===== src/rtl/fetch_ctrl_pkg.sv =====
// Shared encodings for the instruction-fetch sequencer: state codes, next-PC
// select codes and the default halt instruction word.
package fetch_ctrl_pkg;

    localparam logic [2:0] S_IDLE  = 3'd0;
    localparam logic [2:0] S_FETCH = 3'd1;
    localparam logic [2:0] S_ISSUE = 3'd2;
    localparam logic [2:0] S_HALT  = 3'd3;
    localparam logic [2:0] S_ERROR = 3'd4;

    localparam logic [1:0] PCSEL_SEQ = 2'b00;
    localparam logic [1:0] PCSEL_BEQ = 2'b01;
    localparam logic [1:0] PCSEL_JMP = 2'b10;

    localparam logic [31:0] HALT_INST_DEFAULT = 32'h0000_000C;

    // Jump outranks a taken branch.
    function automatic logic [1:0] pc_select(input logic jump, input logic branch,
                                             input logic z);
        if (jump)
            return PCSEL_JMP;
        else if (branch && z)
            return PCSEL_BEQ;
        else
            return PCSEL_SEQ;
    endfunction

endpackage


===== src/rtl/fetch_timeout_cnt.sv =====
// Loadable up-counter with synchronous clear and enable; tc flags the
// final permitted wait cycle (count == MEM_TIMEOUT-1).
module fetch_timeout_cnt #(
    parameter int unsigned MEM_TIMEOUT = 16,
    parameter int unsigned CNT_W       = $clog2(MEM_TIMEOUT + 1)
) (
    input  logic             clk,
    input  logic             rst,
    input  logic             clr,
    input  logic             load,
    input  logic [CNT_W-1:0] load_val,
    input  logic             en,
    output logic             tc
);

    logic [CNT_W-1:0] cnt;

    always_ff @(posedge clk or posedge rst) begin
        if (rst)
            cnt <= '0;
        else if (clr)
            cnt <= '0;
        else if (load)
            cnt <= load_val;
        else if (en)
            cnt <= cnt + 1'b1;
    end

    assign tc = (cnt == CNT_W'(MEM_TIMEOUT - 1));

endmodule


===== src/rtl/fetch_ctrl.sv =====
// Multi-cycle instruction-fetch sequencer with memory timeout and halt detection.
// Define FETCH_CTRL_PERF_EN to build the InstCount/StallCycles counters.
module fetch_ctrl
    import fetch_ctrl_pkg::*;
#(
    parameter int unsigned MEM_TIMEOUT = 16,
    parameter logic [31:0] HALT_INST   = HALT_INST_DEFAULT
) (
    input  logic        Clk,
    input  logic        Clr,
    input  logic        Start,
    input  logic        IMemReady,
    input  logic [31:0] Inst,
    input  logic        Jump,
    input  logic        Branch,
    input  logic        Z,
    input  logic        ExecDone,
    input  logic        Stall,
    output logic        IMemReq,
    output logic        IRWrite,
    output logic        InstValid,
    output logic        PCWrite,
    output logic [1:0]  PCSel,
    output logic        Halted,
    output logic        Error,
    output logic [2:0]  State,
    output logic [31:0] InstCount,
    output logic [31:0] StallCycles
);

    localparam int unsigned CNT_W = $clog2(MEM_TIMEOUT + 1);

    logic [2:0] state_q, state_d;
    logic       to_clr, to_en, to_tc;

    fetch_timeout_cnt #(
        .MEM_TIMEOUT (MEM_TIMEOUT),
        .CNT_W       (CNT_W)
    ) u_timeout (
        .clk      (Clk),
        .rst      (Clr),
        .clr      (to_clr),
        .load     (1'b0),
        .load_val ('0),
        .en       (to_en),
        .tc       (to_tc)
    );

    always_ff @(posedge Clk or posedge Clr) begin
        if (Clr)
            state_q <= S_IDLE;
        else
            state_q <= state_d;
    end

    // The timeout counter is cleared on every transition into FETCH.
    always_comb begin
        state_d = state_q;
        IRWrite = 1'b0;
        PCWrite = 1'b0;
        PCSel   = PCSEL_SEQ;
        to_clr  = 1'b0;
        to_en   = 1'b0;
        case (state_q)
            S_IDLE: begin
                if (Start) begin
                    state_d = S_FETCH;
                    to_clr  = 1'b1;
                end
            end
            S_FETCH: begin
                if (IMemReady) begin
                    IRWrite = 1'b1;
                    state_d = S_ISSUE;
                end else begin
                    to_en = 1'b1;
                    if (to_tc)
                        state_d = S_ERROR;
                end
            end
            S_ISSUE: begin
                if (Inst == HALT_INST) begin
                    state_d = S_HALT;
                end else if (ExecDone && !Stall) begin
                    PCWrite = 1'b1;
                    PCSel   = pc_select(Jump, Branch, Z);
                    state_d = S_FETCH;
                    to_clr  = 1'b1;
                end
            end
            S_HALT:  state_d = S_HALT;
            S_ERROR: state_d = S_ERROR;
            default: state_d = S_IDLE;
        endcase
    end

    assign IMemReq   = (state_q == S_FETCH);
    assign InstValid = (state_q == S_ISSUE);
    assign Halted    = (state_q == S_HALT);
    assign Error     = (state_q == S_ERROR);
    assign State     = state_q;

`ifdef FETCH_CTRL_PERF_EN
    logic [31:0] inst_cnt_q, stall_cnt_q;

    // Both events are confined to ISSUE, so the counters freeze in HALT/ERROR.
    always_ff @(posedge Clk or posedge Clr) begin
        if (Clr) begin
            inst_cnt_q  <= '0;
            stall_cnt_q <= '0;
        end else begin
            if (PCWrite)
                inst_cnt_q <= inst_cnt_q + 32'd1;
            if ((state_q == S_ISSUE) && Stall)
                stall_cnt_q <= stall_cnt_q + 32'd1;
        end
    end

    assign InstCount   = inst_cnt_q;
    assign StallCycles = stall_cnt_q;
`else
    assign InstCount   = '0;
    assign StallCycles = '0;
`endif

endmodule

===== config.mk =====
export PLATFORM = sky130hd
export DESIGN_NAME = fetch_ctrl
export DESIGN_NICKNAME = d
export VERILOG_FILES = /design/src/rtl/fetch_ctrl_pkg.sv /design/src/rtl/fetch_timeout_cnt.sv /design/src/rtl/fetch_ctrl.sv
export SDC_FILE = /design/constraint.sdc
export NUM_CORES = 1
export LEC_CHECK = 0
export ABC_AREA = 0
export BUFFER_PORTS_ARGS = -buffer_cell sky130_fd_sc_hd__buf_2
export CAP_MARGIN = 10
export CELL_PAD_IN_SITES_DETAIL_PLACEMENT = 0
export CELL_PAD_IN_SITES_GLOBAL_PLACEMENT = 1
export CORE_MARGIN = 3
export CORE_UTILIZATION = 23
export CTS_CLUSTER_DIAMETER = 40
export DETAILED_ROUTE_END_ITERATION = 7
export GPL_ROUTABILITY_DRIVEN = 0
export PLACE_DENSITY_LB_ADDON = 0.25
export SYNTH_ARGS = -nofsm -noshare
export SYNTH_HDL_FRONTEND = slang
export SYNTH_HIERARCHICAL = 1
export SYNTH_SLANG_ARGS = --single-unit

===== constraint.sdc =====
create_clock -name Clk -period 2.2 [get_ports Clk]
set_clock_uncertainty 0.15 [all_clocks]
set_input_delay 0.33 -clock Clk [delete_from_list [all_inputs] [get_ports Clk]]
set_output_delay 0.33 -clock Clk [all_outputs]
set_load 0.05 [all_outputs]

==> results.md <==
- Final Max Slew Viols: 0
- CORE AREA: 4560 um2
- Buffers added on ports: 51
- Tcrit/Tclk final: 0.918
- Nets: 246
- Main synth FF type: dfrtp_1
- Crit path required time: 1.72 ns
- Synth warn: 6
- Initial detailed-routing violation count: 22
- Pre-CTS setup slack: 0.257 ns
- Synth cell types: 35
- WP buf/inv: 1
- Most frequent cells in the layout: conb_1 (70), buf_2 (51), dfrtp_1 (8), inv_1 (8), nor2_1 (7)
- Longest Clk Path Bufs: 2
- Die area: 5840 um2
- CTS tree: done
- R2R setup slack: 0.40 ns
- Mapped Cells: 140
- Critical Path AT: 1.54 ns
- WL/cell: 9.53 um
- Root Buffer: clkbuf_8
- Reg clk slew, reported paths: 0.04 ns
- Total number of vias: 931
- CTS Sinks: 8
- Area growth from synthesis to layout: 17.5%
- Cell taking the most area after synthesis: buf_4
- DRC Markers: 0
- Worst path cell trace: nor2_1, nand2_1, nor4b_2, buf_2
- Worst path max stage delay: 0.45 ns
- Boundary Pins: 116
- Yosys top cell area share: 0.422
- DR vias/cell: 3.50
- Post-layout util: 0.293
- Layout cells sized above 1: 0.338
- Hold Vio Cnt, Final: 0
- Crit start category: flop
- RSZ-0062 raised after global routing: no
- Initial Util: 0.250
- Post-CTS setup buffers: 0
- Vias in the first global route: 833
- Routed Antenna Nets: 0
- Status: completed
- Total GRT Usage: 0.0808
- N_diodes: 0
- Crit-path slowest cell: dfrtp_1
- Die width: 76.4 um
- Grt total ovfl: 0
- Worst skew pair latency: 0.23 ns
- Mapped Area: 1140 um2
- Ys async rst share: 1.00
- Leakage Power: 0.736 nW
- Worst hold path type: input port to flop
- Commonest non-fill, non-tap cell in the layout: conb_1
- Seq/Total Area, Yosys: 0.176
- Fill cell count: 521
- Post-synthesis register bit count: 8
- Largest net degree at the start of global routing: 11
- CTS Buf Count: 3
- Final WL: 2540 um
- Crit path kind: flop to primary output
- Site row count: 24
- Largest cells by area after synthesis: buf_4 (42%), dfrtp_1 (18%), nor4_2 (4.4%), inv_1 (2.6%), nor2_1 (2.3%)
- CP endpoint kind: primary output
- First-pass GRT wire length: 3940 um
- Die H: 76.4 um
- Peak supply drop: 0.330 mV
- F_max: 495 MHz
- Post-synth EDFFs: 0
- CP Max Fanout: 8
- Post-Syn Area per Cell: 8.14 um2
- Design Area, Final: 1340 um2
- Initial antenna violation count: 0
- Drt first pass iters: 4
- Power Dens Cells: 950 nW/um2
- Hpwl dp: 2250 um
- Endpoints failing setup: 0
- # Max-Cap Violations: 0
- Final worst slack: 0.180 ns
- Cell family with most CP delay: simple AND/OR/NAND/NOR gates
- H-tree depth: 1
- Cell Area, Placed: 1290 um2
- Minimum clock period: 2.02 ns
## worst min-delay path, cell delays in order
cell and delay [ns]:
buf_2 0.12, nand3b_1 0.11, a21oi_1 0.06
## registers in the layout (all words and copies together), names as in the netlist
register       flops
State              3
u_timeout/cnt      5
## power breakdown
group | total, mW | switching (mW) | internal [mW]
Combinational | 0.828 | 0.623 | 0.205
Sequential | 0.270 | 0.0672 | 0.203
Clock | 0.174 | 0.0556 | 0.118
## cells by family after synthesis
| logic type | Yosys count | share of synthesized area |
|---|---|---|
| AOI/OAI and AO/OA | 13 | 0.0856 |
| xor gates and xnor gates | 3 | 0.0231 |
| adders and majority gates | 2 | 0.0220 |
| buffers and inverters | 74 | 0.456 |
| DFF | 8 | 0.176 |
| muxes | 3 | 0.0274 |
| other | 1 | 0.00329 |
| and+or+nand+nor | 36 | 0.207 |
## metrics by stage
| stage | power (mW) | TNS [ns] | hold WS, ns | instances |
|---|---|---|---|---|
| floorplan | 1.02 | -0.825 | -0.0664 | 209 |
| finish | 1.27 | 0 | 0.291 | 266 |
| global route | 1.37 | 0 | 0.338 | 266 |
| global placement | 1.11 | 0 | 0.0604 | 262 |
| CTS | 1.28 | 0 | 0.306 | 266 |
| detailed placement | 1.10 | 0 | 0.0636 | 262 |
## Yosys cell counts, types with 2 or more instances
cell type / number
nand3b_1: 2
ha_1: 2
dfrtp_1: 8
nor4_1: 4
o21a_1: 2
and2_1: 2
nor2_1: 7
nand2b_1: 2
inv_1: 8
mux2i_1: 2
a21oi_1: 5
nor4_2: 4
xnor2_1: 2
nand2_1: 4
buf_4: 64
nand4_1: 3
## timing repair
item / in CTS / in global routing
endpoints found under the hold margin: 8 / 0
gates resized for setup: 0 / 0
hold buffers: 1 / 0
## final timing paths
check                           startpoint                to  cells past startpoint
worst max-delay path              State[0]          PCSel[1]                      4
worst max register to register    State[2]  u_timeout/cnt[3]                      7
worst min-delay path             IMemReady          State[2]                      3
worst min register to register    State[1]          State[2]                      1
max in group asynchronous              Clr  u_timeout/cnt[2]                      3
min in group asynchronous              Clr          State[1]                      3
## metal layers
metal | routed length [um] | up-vias | track usage
met5 | 0 | - | 0
met4 | 0 | 0 | 0.0163
met3 | 344 | 0 | 0.0402
met2 | 1330 | 63 | 0.151
met1 | 865 | 407 | 0.0798
li1 | - | 461 | -
## layout make-up
type	count	area [um2]	area share
clock buffers	3	41.3	0.0308
inverters	8	30.0	0.0224
multi-input cells	127	698	0.521
flip-flops and latches	8	200	0.150
well taps	65	81.3	0.0607
repair buffers	55	288	0.215
No activity file was read; power rests on OpenSTA's default activity.
